--- config.mk ---
export PLATFORM = sky130hd
export DESIGN_NAME = wb_bfm_arbiter
export DESIGN_NICKNAME = d
export VERILOG_FILES = /design/src/rtl/wb_bfm_pkg.sv /design/src/rtl/wb_bfm_rr_sel.sv /design/src/rtl/wb_bfm_arbiter.sv
export SDC_FILE = /design/constraint.sdc
export NUM_CORES = 1
export LEC_CHECK = 0
export ABC_AREA = 1
export CAP_MARGIN = 20
export CORE_AREA = 2 2 220 222
export CTS_CLUSTER_DIAMETER = 200
export DETAILED_ROUTE_END_ITERATION = 10
export DIE_AREA = 0 0 222 224
export GPL_TIMING_DRIVEN = 1
export PLACE_DENSITY = 0.43
export SETUP_SLACK_MARGIN = 0.05
export SYNTH_ARGS = -nofsm -noshare
export SYNTH_HDL_FRONTEND = slang
export SYNTH_HIERARCHICAL = 1
export SYNTH_SLANG_ARGS = --single-unit
--- constraint.sdc ---
create_clock -name wb_clk_i -period 4.2 [get_ports wb_clk_i]
set_input_delay 1.26 -clock wb_clk_i [delete_from_list [all_inputs] [get_ports wb_clk_i]]
set_output_delay 1.26 -clock wb_clk_i [all_outputs]
set_load 0.02 [all_outputs]
--- src/rtl/wb_bfm_pkg.sv ---
// Shared Wishbone BFM definitions: cycle/burst type encodings and the arbiter state enum.
package wb_bfm_pkg;

    localparam logic [2:0] CTI_CLASSIC = 3'b000;
    localparam logic [2:0] CTI_CONST   = 3'b001;
    localparam logic [2:0] CTI_INC     = 3'b010;
    localparam logic [2:0] CTI_EOB     = 3'b111;

    localparam logic [1:0] BTE_LINEAR  = 2'b00;
    localparam logic [1:0] BTE_WRAP4   = 2'b01;
    localparam logic [1:0] BTE_WRAP8   = 2'b10;
    localparam logic [1:0] BTE_WRAP16  = 2'b11;

    typedef enum logic {
        IDLE = 1'b0,
        BUSY = 1'b1
    } arb_state_e;

endpackage

--- src/rtl/wb_bfm_rr_sel.sv ---
// Combinational round-robin selector: picks the first requester after index `last`,
// wrapping modulo NUM_REQ, and returns it one-hot and encoded.
module wb_bfm_rr_sel #(
    parameter int NUM_REQ = 4,
    parameter int IDX_W   = (NUM_REQ > 1) ? $clog2(NUM_REQ) : 1
) (
    input  logic [NUM_REQ-1:0] req,
    input  logic [IDX_W-1:0]   last,
    output logic [NUM_REQ-1:0] grant,
    output logic [IDX_W-1:0]   idx
);

    logic [IDX_W-1:0] cand;
    logic             found;

    always_comb begin
        // NOTE: every variable driven here gets a default first, so no path leaves one unassigned and no latch is inferred.
        grant = '0;
        idx   = last;
        cand  = '0;
        found = 1'b0;
        for (int i = 1; i <= NUM_REQ; i++) begin
            cand = IDX_W'((int'(last) + i) % NUM_REQ);
            if (!found && req[cand]) begin
                found       = 1'b1;
                grant[cand] = 1'b1;
                idx         = cand;
            end
        end
    end

endmodule

--- src/rtl/wb_bfm_arbiter.sv ---
// Round-robin Wishbone B3 arbiter sharing one slave port between NUM_MASTERS masters.
// Define WB_BFM_ARBITER_TIMEOUT_EN to build the stalled-access watchdog.
module wb_bfm_arbiter
    import wb_bfm_pkg::*;
#(
    parameter int NUM_MASTERS = 4,
    parameter int AW          = 32,
    parameter int DW          = 32,
    parameter int TIMEOUT     = 256
) (
    input  logic                          wb_clk_i,
    input  logic                          wb_rst_i,
    input  logic [NUM_MASTERS*AW-1:0]     wbm_adr_i,
    input  logic [NUM_MASTERS*DW-1:0]     wbm_dat_i,
    input  logic [NUM_MASTERS*(DW/8)-1:0] wbm_sel_i,
    input  logic [NUM_MASTERS-1:0]        wbm_we_i,
    input  logic [NUM_MASTERS-1:0]        wbm_cyc_i,
    input  logic [NUM_MASTERS-1:0]        wbm_stb_i,
    input  logic [NUM_MASTERS*3-1:0]      wbm_cti_i,
    input  logic [NUM_MASTERS*2-1:0]      wbm_bte_i,
    output logic [NUM_MASTERS*DW-1:0]     wbm_dat_o,
    output logic [NUM_MASTERS-1:0]        wbm_ack_o,
    output logic [NUM_MASTERS-1:0]        wbm_err_o,
    output logic [NUM_MASTERS-1:0]        wbm_rty_o,
    output logic [AW-1:0]                 wbs_adr_o,
    output logic [DW-1:0]                 wbs_dat_o,
    output logic [DW/8-1:0]               wbs_sel_o,
    output logic                          wbs_we_o,
    output logic                          wbs_cyc_o,
    output logic                          wbs_stb_o,
    output logic [2:0]                    wbs_cti_o,
    output logic [1:0]                    wbs_bte_o,
    input  logic [DW-1:0]                 wbs_dat_i,
    input  logic                          wbs_ack_i,
    input  logic                          wbs_err_i,
    input  logic                          wbs_rty_i,
    output logic [NUM_MASTERS-1:0]        grant_o
);

    localparam int LW = $clog2(NUM_MASTERS);
    localparam int SW = DW / 8;

    if (NUM_MASTERS < 2 || NUM_MASTERS > 16 || TIMEOUT < 1 || (DW % 8) != 0) begin : g_bad_params
        $error("wb_bfm_arbiter: unsupported parameter set");
    end

    arb_state_e           state;
    logic [NUM_MASTERS-1:0] grant;
    logic [LW-1:0]        last;
    logic [NUM_MASTERS-1:0] sel_grant;
    logic [LW-1:0]        sel_idx;
    logic                 busy;
    logic                 cur_cyc;
    logic                 cur_stb;
    logic                 wd_hit;
    logic [NUM_MASTERS-1:0] fwd;

    logic [AW-1:0] adr_m [NUM_MASTERS];
    logic [DW-1:0] dat_m [NUM_MASTERS];
    logic [SW-1:0] sel_m [NUM_MASTERS];
    logic [2:0]    cti_m [NUM_MASTERS];
    logic [1:0]    bte_m [NUM_MASTERS];

    for (genvar i = 0; i < NUM_MASTERS; i++) begin : g_unpack
        assign adr_m[i] = wbm_adr_i[i*AW +: AW];
        assign dat_m[i] = wbm_dat_i[i*DW +: DW];
        assign sel_m[i] = wbm_sel_i[i*SW +: SW];
        assign cti_m[i] = wbm_cti_i[i*3 +: 3];
        assign bte_m[i] = wbm_bte_i[i*2 +: 2];
    end

    wb_bfm_rr_sel #(
        .NUM_REQ (NUM_MASTERS),
        .IDX_W   (LW)
    ) u_rr_sel (
        .req   (wbm_cyc_i),
        .last  (last),
        .grant (sel_grant),
        .idx   (sel_idx)
    );

    // In BUSY `last` is the granted index, so it doubles as the mux select.
    assign busy    = (state == BUSY);
    assign cur_cyc = wbm_cyc_i[last];
    assign cur_stb = wbm_stb_i[last];

    // NOTE: sequential state uses non-blocking assignments so every register samples pre-edge values.
    always_ff @(posedge wb_clk_i or posedge wb_rst_i) begin
        if (wb_rst_i) begin
            state <= IDLE;
            grant <= '0;
            last  <= LW'(NUM_MASTERS - 1);
        end else begin
            case (state)
                IDLE: if (|wbm_cyc_i) begin
                    grant <= sel_grant;
                    last  <= sel_idx;
                    state <= BUSY;
                end
                BUSY: if (!cur_cyc) begin
                    grant <= '0;
                    state <= IDLE;
                end
            endcase
        end
    end

`ifdef WB_BFM_ARBITER_TIMEOUT_EN
    localparam int CW = $clog2(TIMEOUT + 1);

    logic [CW-1:0] wd_cnt;

    assign wd_hit = busy && (wd_cnt == CW'(TIMEOUT));

    always_ff @(posedge wb_clk_i or posedge wb_rst_i) begin
        if (wb_rst_i) begin
            wd_cnt <= '0;
        end else if (!busy || !cur_stb || wbs_ack_i || wbs_err_i || wbs_rty_i || wd_hit) begin
            wd_cnt <= '0;
        end else begin
            wd_cnt <= wd_cnt + 1'b1;
        end
    end
`else
    assign wd_hit = 1'b0;
`endif

    assign wbs_cyc_o = busy & cur_cyc;
    assign wbs_stb_o = busy & cur_stb & ~wd_hit;
    assign wbs_adr_o = adr_m[last];
    assign wbs_dat_o = dat_m[last];
    assign wbs_sel_o = sel_m[last];
    assign wbs_we_o  = wbm_we_i[last];
    assign wbs_cti_o = cti_m[last];
    assign wbs_bte_o = bte_m[last];

    // A master that has already dropped cyc must not see a late response.
    assign fwd       = grant & wbm_cyc_i;
    assign wbm_ack_o = fwd & {NUM_MASTERS{wbs_ack_i}};
    assign wbm_err_o = fwd & {NUM_MASTERS{wbs_err_i | wd_hit}};
    assign wbm_rty_o = fwd & {NUM_MASTERS{wbs_rty_i}};
    assign wbm_dat_o = {NUM_MASTERS{wbs_dat_i}};
    assign grant_o   = grant;

endmodule

==> key figures, run 1 <==
Place
  – Placed instance count: 1548
  – Port Buffer Count: 400
  – GP Congestion: 0.852
  – Pre-CTS setup slack: 101 ps
  – DP Wirelength: 18600 um

Route
  – Initial DRC count: 221
  – TritonRoute pass-1 iters: 4
  – Via count: around 5600
  – Vias per Instance: 3.58
  – Routed len/inst: 14.5 um
  – Residual DRC: 0
  – Post-DRT Antenna Nets: 0
  – Overall routed net length: 22600 um

Global routing
  – Gr ovfl total: 0
  – Global routing usage summed across all routing layers: 0.0844
  – First-pass GRT wire length: 33200 um
  – Initial antenna violation count: 3
  – Largest net degree at the start of global routing: 78
  – Vias in the first global route: 5831

Yosys
  – Mapped Cells: 691
  – Syn Area/Cell: between 5 and 6 sq um
  – Flops & latches, synth: 7
  – Yosys top cell area share: 0.266
  – Area leader, netlist: buf_4
  – Synthesis Warnings: 6
  – Synth top area cells: buf_4 (27%), o21ai_0 (18%), nor2_1 (16%)
  – Synth Net Count: 1040
  – Post-Syn Area: around 3900 sq um
  – Sequential share of the synthesized area: 0.0459
  – Synth unique cells: 24

Critical path
  – Data required time of the worst path: 2940 ps
  – Buffers and inverters on the worst path: 2
  – Worst path arrival time: 2800 ps
  – Crit-path max FO: 1
  – CP Class: in -> out
  – Worst r2r path cells: 10
  – Register-to-register setup slack: 1880 ps
  – Startpoint types: input port
  – CP delay by family, top: buffers and inverters
  – Critical Path Max Stage Delay: between 600 and 700 ps
  – Worst Setup End Kind: output pin
  – RR Endpoint: grant_o[1]$_DFFE_PP0P_
  – Crit-path cells: clkdlybuf4s50_1, o21ai_0, o22ai_1, clkdlybuf4s50_1
  – R2R Path Start: last[0]$_DFFE_PP1P_
  – Most frequent CP cell: clkdlybuf4s50_1
  – Crit path max-delay cell type: clkdlybuf4s50_1

Final layout
  – Layout cells sized above 1: 0.0480
  – Commonest cells after routing, fill and taps aside: clkdlybuf4s50_1 (397), nor2_1 (168), o21ai_0 (137), o22ai_1 (74), nand2_1 (31)
  – Most common cell after layout, fill and taps aside: clkdlybuf4s50_1
  – Final core occ: 0.164
  – Net count, final: 1287
  – Area Overhead vs Synth: 99.8%
  – Non-filler instance count after layout: 1553

Clocking
  – Worst-path clk slew: 40 ps
  – H-tree levels: 1
  – CTS Buffer Depth: 2
  – # resized after CTS: 0
  – Worst-Skew Late Latency: 230 ps
  – CTS sink count: 7
  – TritonCTS Buffers: 3
  – Root Buffer: clkbuf_16
  – Post-CTS Setup Inserts: 0
  – Hold_buf cts: 0
  – TritonCTS clock tree: done

Floorplan
  – Die outline height: 224 um
  – CORE AREA: about 47000 sq um
  – Initial Utilization: 0.0818
  – Die area: about 50000 sq um
  – IO Count: 561
  – Die Wd: about 220 um
  – Row count: 80

STA
  – Tcrit/Tclk final: 0.967
  – Final setup fails: 0
  – RSZ-0062 raised after global routing: false
  – Hold slack: 534 ps
  – Final setup TNS: 0 ps
  – Fin. Hold Viols: 0
  – Slew headroom: 0.713
  – Peak Freq: 0.246 GHz
  – Final Slew Violations: 0
  – Final Critical Period: 4060 ps
  – Worst-margin pin slew: ~430 ps
  – Setup ws final: 139 ps
  – Clk_skew: about 0.17 ps

Hold path
  – HP Start: grant_o[3]$_DFFE_PP0P_
  – Hold worst-path end: grant_o[3]$_DFFE_PP0P_
  – Hold Path Class: reg -> reg
  – Min-Delay Path Depth: 2

Pwr
  – Pwr dens: 621 nW/um^2
  – Maximum vdd drop: 0.239 mV
  – Lkg Pwr: 2.77 nW

Run status
  – Outcome: finished clean

Job
  – Max_cap viols: 0
## per-stage QoR
step	cell area, sq um	total power, W
final	7740	0.00481
after global routing	7740	0.00520
after CTS	7740	0.00487
after detailed placement	7660	0.00469
after global placement	7660	0.00469
after floorplan	3870	0.00282
## state kept, by name, indices dropped and copies added, names as in the netlist
| signal | flops |
|---|---|
| busy | 1 |
| grant_o | 4 |
| last | 2 |
## final cells by class
| cell class | instances | area, sq um |
|---|---|---|
| Tap cell | 615 | 769 |
| Multi-Input combinational cell | 485 | 2390 |
| Clock buffer | 4 | 78.8 |
| Fill cell | 5468 | 39600 |
| Inverter | 22 | 85.1 |
| Antenna cell | 1 | 2.50 |
| Timing Repair Buffer | 419 | 4230 |
| Sequential cell | 7 | 185 |
## how the worst max path moves through the flow
stage | from | endpoint | slack (ps) | depth (start not counted)
global route | wbm_stb_i[0] | wbs_stb_o | 50 | 6
detailed placement | wbm_cyc_i[1] | wbs_cyc_o | 100 | 6
global placement | wbm_stb_i[0] | wbs_stb_o | 110 | 6
finish | wbm_adr_i[90] | wbs_adr_o[26] | 140 | 4
floorplan | wbm_stb_i[0] | wbs_stb_o | 1150 | 4
CTS | wbm_cyc_i[1] | wbs_cyc_o | 100 | 6
## worst min-delay path: stages, from the launching register on
cell     delay (ps)
dfrtp_1         360
nand3_1          80
nand2_1          60
## synthesized netlist by cell type
master	count
inv_1	15
o21ai_1	14
nor2_2	1
buf_6	3
nor2_4	1
inv_4	1
inv_2	6
nor2_1	168
nand3_2	5
nand4_1	5
dfrtp_1	5
a21oi_1	8
dfstp_2	2
buf_4	137
nand3_1	24
ha_1	8
nand2_1	31
o22ai_1	74
clkbuf_1	20
nand2_2	4
o21ai_0	137
buf_2	17
a21boi_0	4
a21oi_2	1
## kinds of logic (layout without fill, tap and decap cells)
group,count (synthesis),after routing,synth area share
simple gates,239,239,0.256
other cells,0,1,0
compound gates,238,238,0.335
buf+inv,199,445,0.338
flops,7,7,0.0459
fa+ha+maj,8,8,0.0258
## power breakdown
part	switching [W]	internal (W)	leakage [nW]
Combinational	0.00254	0.00191	2.65
Sequential	0.0000827	0.000112	0.0865
Clock	0.0000373	0.000126	0.0382
## layer usage
layer	part of all wire	GRT usage	vias to the layer above
li1	-	-	2724
met1	0.38	0.0922	2475
met2	0.49	0.156	301
met3	0.075	0.0164	63
met4	0.049	0.0408	4
met5	0.0011	0	-
Note: power is estimated with default switching activity, not from simulation.
==> run 2, diff against run 1 <==
- CELL_PAD_IN_SITES_DETAIL_PLACEMENT: default -> 0
- CELL_PAD_IN_SITES_GLOBAL_PLACEMENT: default -> 2
- CORE_AREA: 2 2 220 222 -> 2 2 219 221
- DIE_AREA: 0 0 222 224 -> 0 0 221 223
- PLACE_DENSITY: 0.43 -> 0.83
==> run 2 against run 1 <==
  * Total power grew 1.4%
  * Design area grew 0.44%
  * Sequential share of layout area is essentially flat
  * Critical endpoint is now wbs_sel_o[1]
==> key figures, run 2 (synthesis gave the netlist of run 1 again) <==
Critical path
  – Worst Setup End Kind: output pin
  – Data required time of the worst path: between 2000 and 3000 ps
  – Startpoint types: input port
  – Worst path arrival time: 2830 ps
  – CP Class: in -> out
  – Crit-path max FO: 1

STA
  – Setup ws final: 110 ps
  – Final setup fails: 0
  – Peak Freq: around 0.24 GHz
  – Clk_skew: 1.18 ps
  – Tcrit/Tclk final: 0.974
  – Worst-margin pin slew: 429 ps
  – RSZ-0062 raised after global routing: false
  – Hold slack: 540 ps
  – Slew headroom: 0.711
  – Fin. Hold Viols: 0
  – Final Slew Violations: 0
  – Final Critical Period: 4090 ps
  – Final setup TNS: 0 ps

Global routing
  – Largest net degree at the start of global routing: 63
  – Global routing usage summed across all routing layers: 0.0842
  – Vias in the first global route: approximately 5600
  – Gr ovfl total: 0
  – Initial antenna violation count: 6
  – First-pass GRT wire length: approximately 33000 um

Pwr
  – Lkg Pwr: about 2.8 nW
  – Comb pwr share: 0.922
  – Clock Power Share: 0.033
  – Maximum vdd drop: 0.295 mV
  – Pwr dens: around 630 nW/um^2
  – Pint: between 0.002 and 0.0025 W
  – Sw Ratio: 0.554
  – Net switching power: 0.00270 W
  – Flop pwr share: 0.045

Job
  – Max_cap viols: 0

Route
  – Post-DRT Antenna Nets: 0
  – Initial DRC count: 161
  – Overall routed net length: 22700 um
  – TritonRoute pass-1 iters: 4
  – Residual DRC: 0
  – Vias per Instance: approximately 3.6
  – Routed len/inst: 14.5 um
  – Via count: roughly 5700

Place
  – Dpl cell area: 7700 sq um
  – Port Buffer Count: 400
  – Pre-CTS setup slack: -1.06 ps
  – GP Congestion: a little under 0.9
  – DP Wirelength: 19200 um

Floorplan
  – Die Wd: ~220 um
  – Die outline height: 223 um
  – Die area: approximately 49000 sq um
  – IO Count: 561
  – Initial Utilization: 0.0822
  – Row count: 80
  – CORE AREA: ~47000 sq um

Clocking
  – CTS sink count: 7
  – H-tree levels: 1
  – Worst-path clk slew: 30 ps
  – Root Buffer: clkbuf_16
  – TritonCTS clock tree: done
  – Worst-Skew Late Latency: 230 ps
  – Post-CTS Setup Inserts: 0
  – CTS Buffer Depth: 2
  – TritonCTS Buffers: 3

Final layout
  – Filler instances: roughly 5400
  – Max FFs per register: 4
  – Fin area: 7770 sq um
  – Diode count: 0
  – Most common cell after layout, fill and taps aside: clkdlybuf4s50_1
  – Layout cells sized above 1: 0.0581
  – Net count, final: 1296
  – Commonest cells after routing, fill and taps aside: clkdlybuf4s50_1 (396), nor2_1 (168), o21ai_0 (137), o22ai_1 (74), nand2_1 (31)
  – Area Overhead vs Synth: 101%

Hold path
  – Hold Path Class: reg -> reg

Run status
  – Outcome: finished clean
[run 2: cell count changes in the layout (fill, tap and decap cells not counted), sizes merged]
cell	previous run	this run
buf	21	31
clkdlybuf4s50	397	396
diode	1	0
dlygate4sd2	0	1
dlymetal6s2s	1	0
[run 2: worst paths after layout]
kind,cells past startpoint,end,start,slack [ps]
max,4,wbs_sel_o[1],wbm_sel_i[13],110
min,2,grant_o[0]$_DFFE_PP0P_,grant_o[0]$_DFFE_PP0P_,540
max reg2reg,11,grant_o[0]$_DFFE_PP0P_,last[0]$_DFFE_PP1P_,1540
min reg2reg,2,grant_o[0]$_DFFE_PP0P_,grant_o[0]$_DFFE_PP0P_,540
max in group asynchronous,2,last[0]$_DFFE_PP1P_,wb_rst_i,2660
min in group asynchronous,2,grant_o[3]$_DFFE_PP0P_,wb_rst_i,1280
[run 2: worst max-delay path: stages]
cell	delay, ps
clkdlybuf4s50_1	460
nor2_1	70
o22ai_1	350
clkdlybuf4s50_1	680
[run 2: final cells by class]
type / count / area, sq um / area share
flip-flops and latches: 7 / 185 / 0.0238
repair buffers: 428 / 4270 / 0.549
inverters: 22 / 85.1 / 0.0109
clock buffers: 4 / 78.8 / 0.0101
well taps: 615 / 769 / 0.0990
multi-input cells: 485 / 2390 / 0.307
[run 2: layer usage]
metal / global-route usage / vias up / part of all wire
met5: 0 / - / 0.0016
met4: 0.0368 / 6 / 0.046
met3: 0.0255 / 66 / 0.095
met2: 0.145 / 316 / 0.46
met1: 0.0956 / 2524 / 0.39
li1: - / 2744 / -
[run 2: stage by stage]
step                      instances   util  total power (W)
after floorplan                 691      -          0.00282
after global placement         1557  0.163          0.00476
after detailed placement       1557  0.163          0.00476
after CTS                      1561  0.165          0.00493
after global routing           1561  0.165          0.00525
final                          1561  0.165          0.00487
[run 2: what timing repair did]
action / in CTS / in global routing
endpoints found under the setup margin: 1 / 0
hold endpoints to repair: 0 / 0
hold buffers: 0 / 0
resized for setup: 1 / 0
[run 2: power groups by stage]
stage                     Combinational (W)  Clock (W)  Sequential [W]
after floorplan                     0.00267          0        0.000151
after global placement              0.00452          0        0.000237
after detailed placement            0.00452          0        0.000235
after CTS                           0.00454   0.000163        0.000235
after global routing                0.00485   0.000168        0.000239
final                               0.00449   0.000160        0.000221
==> run 3, diff against run 2 <==
- SKIP_LAST_GASP: default -> 1
==> results of run 3 <==
The final DEF is identical to that of run 2; final timing and power are the same.
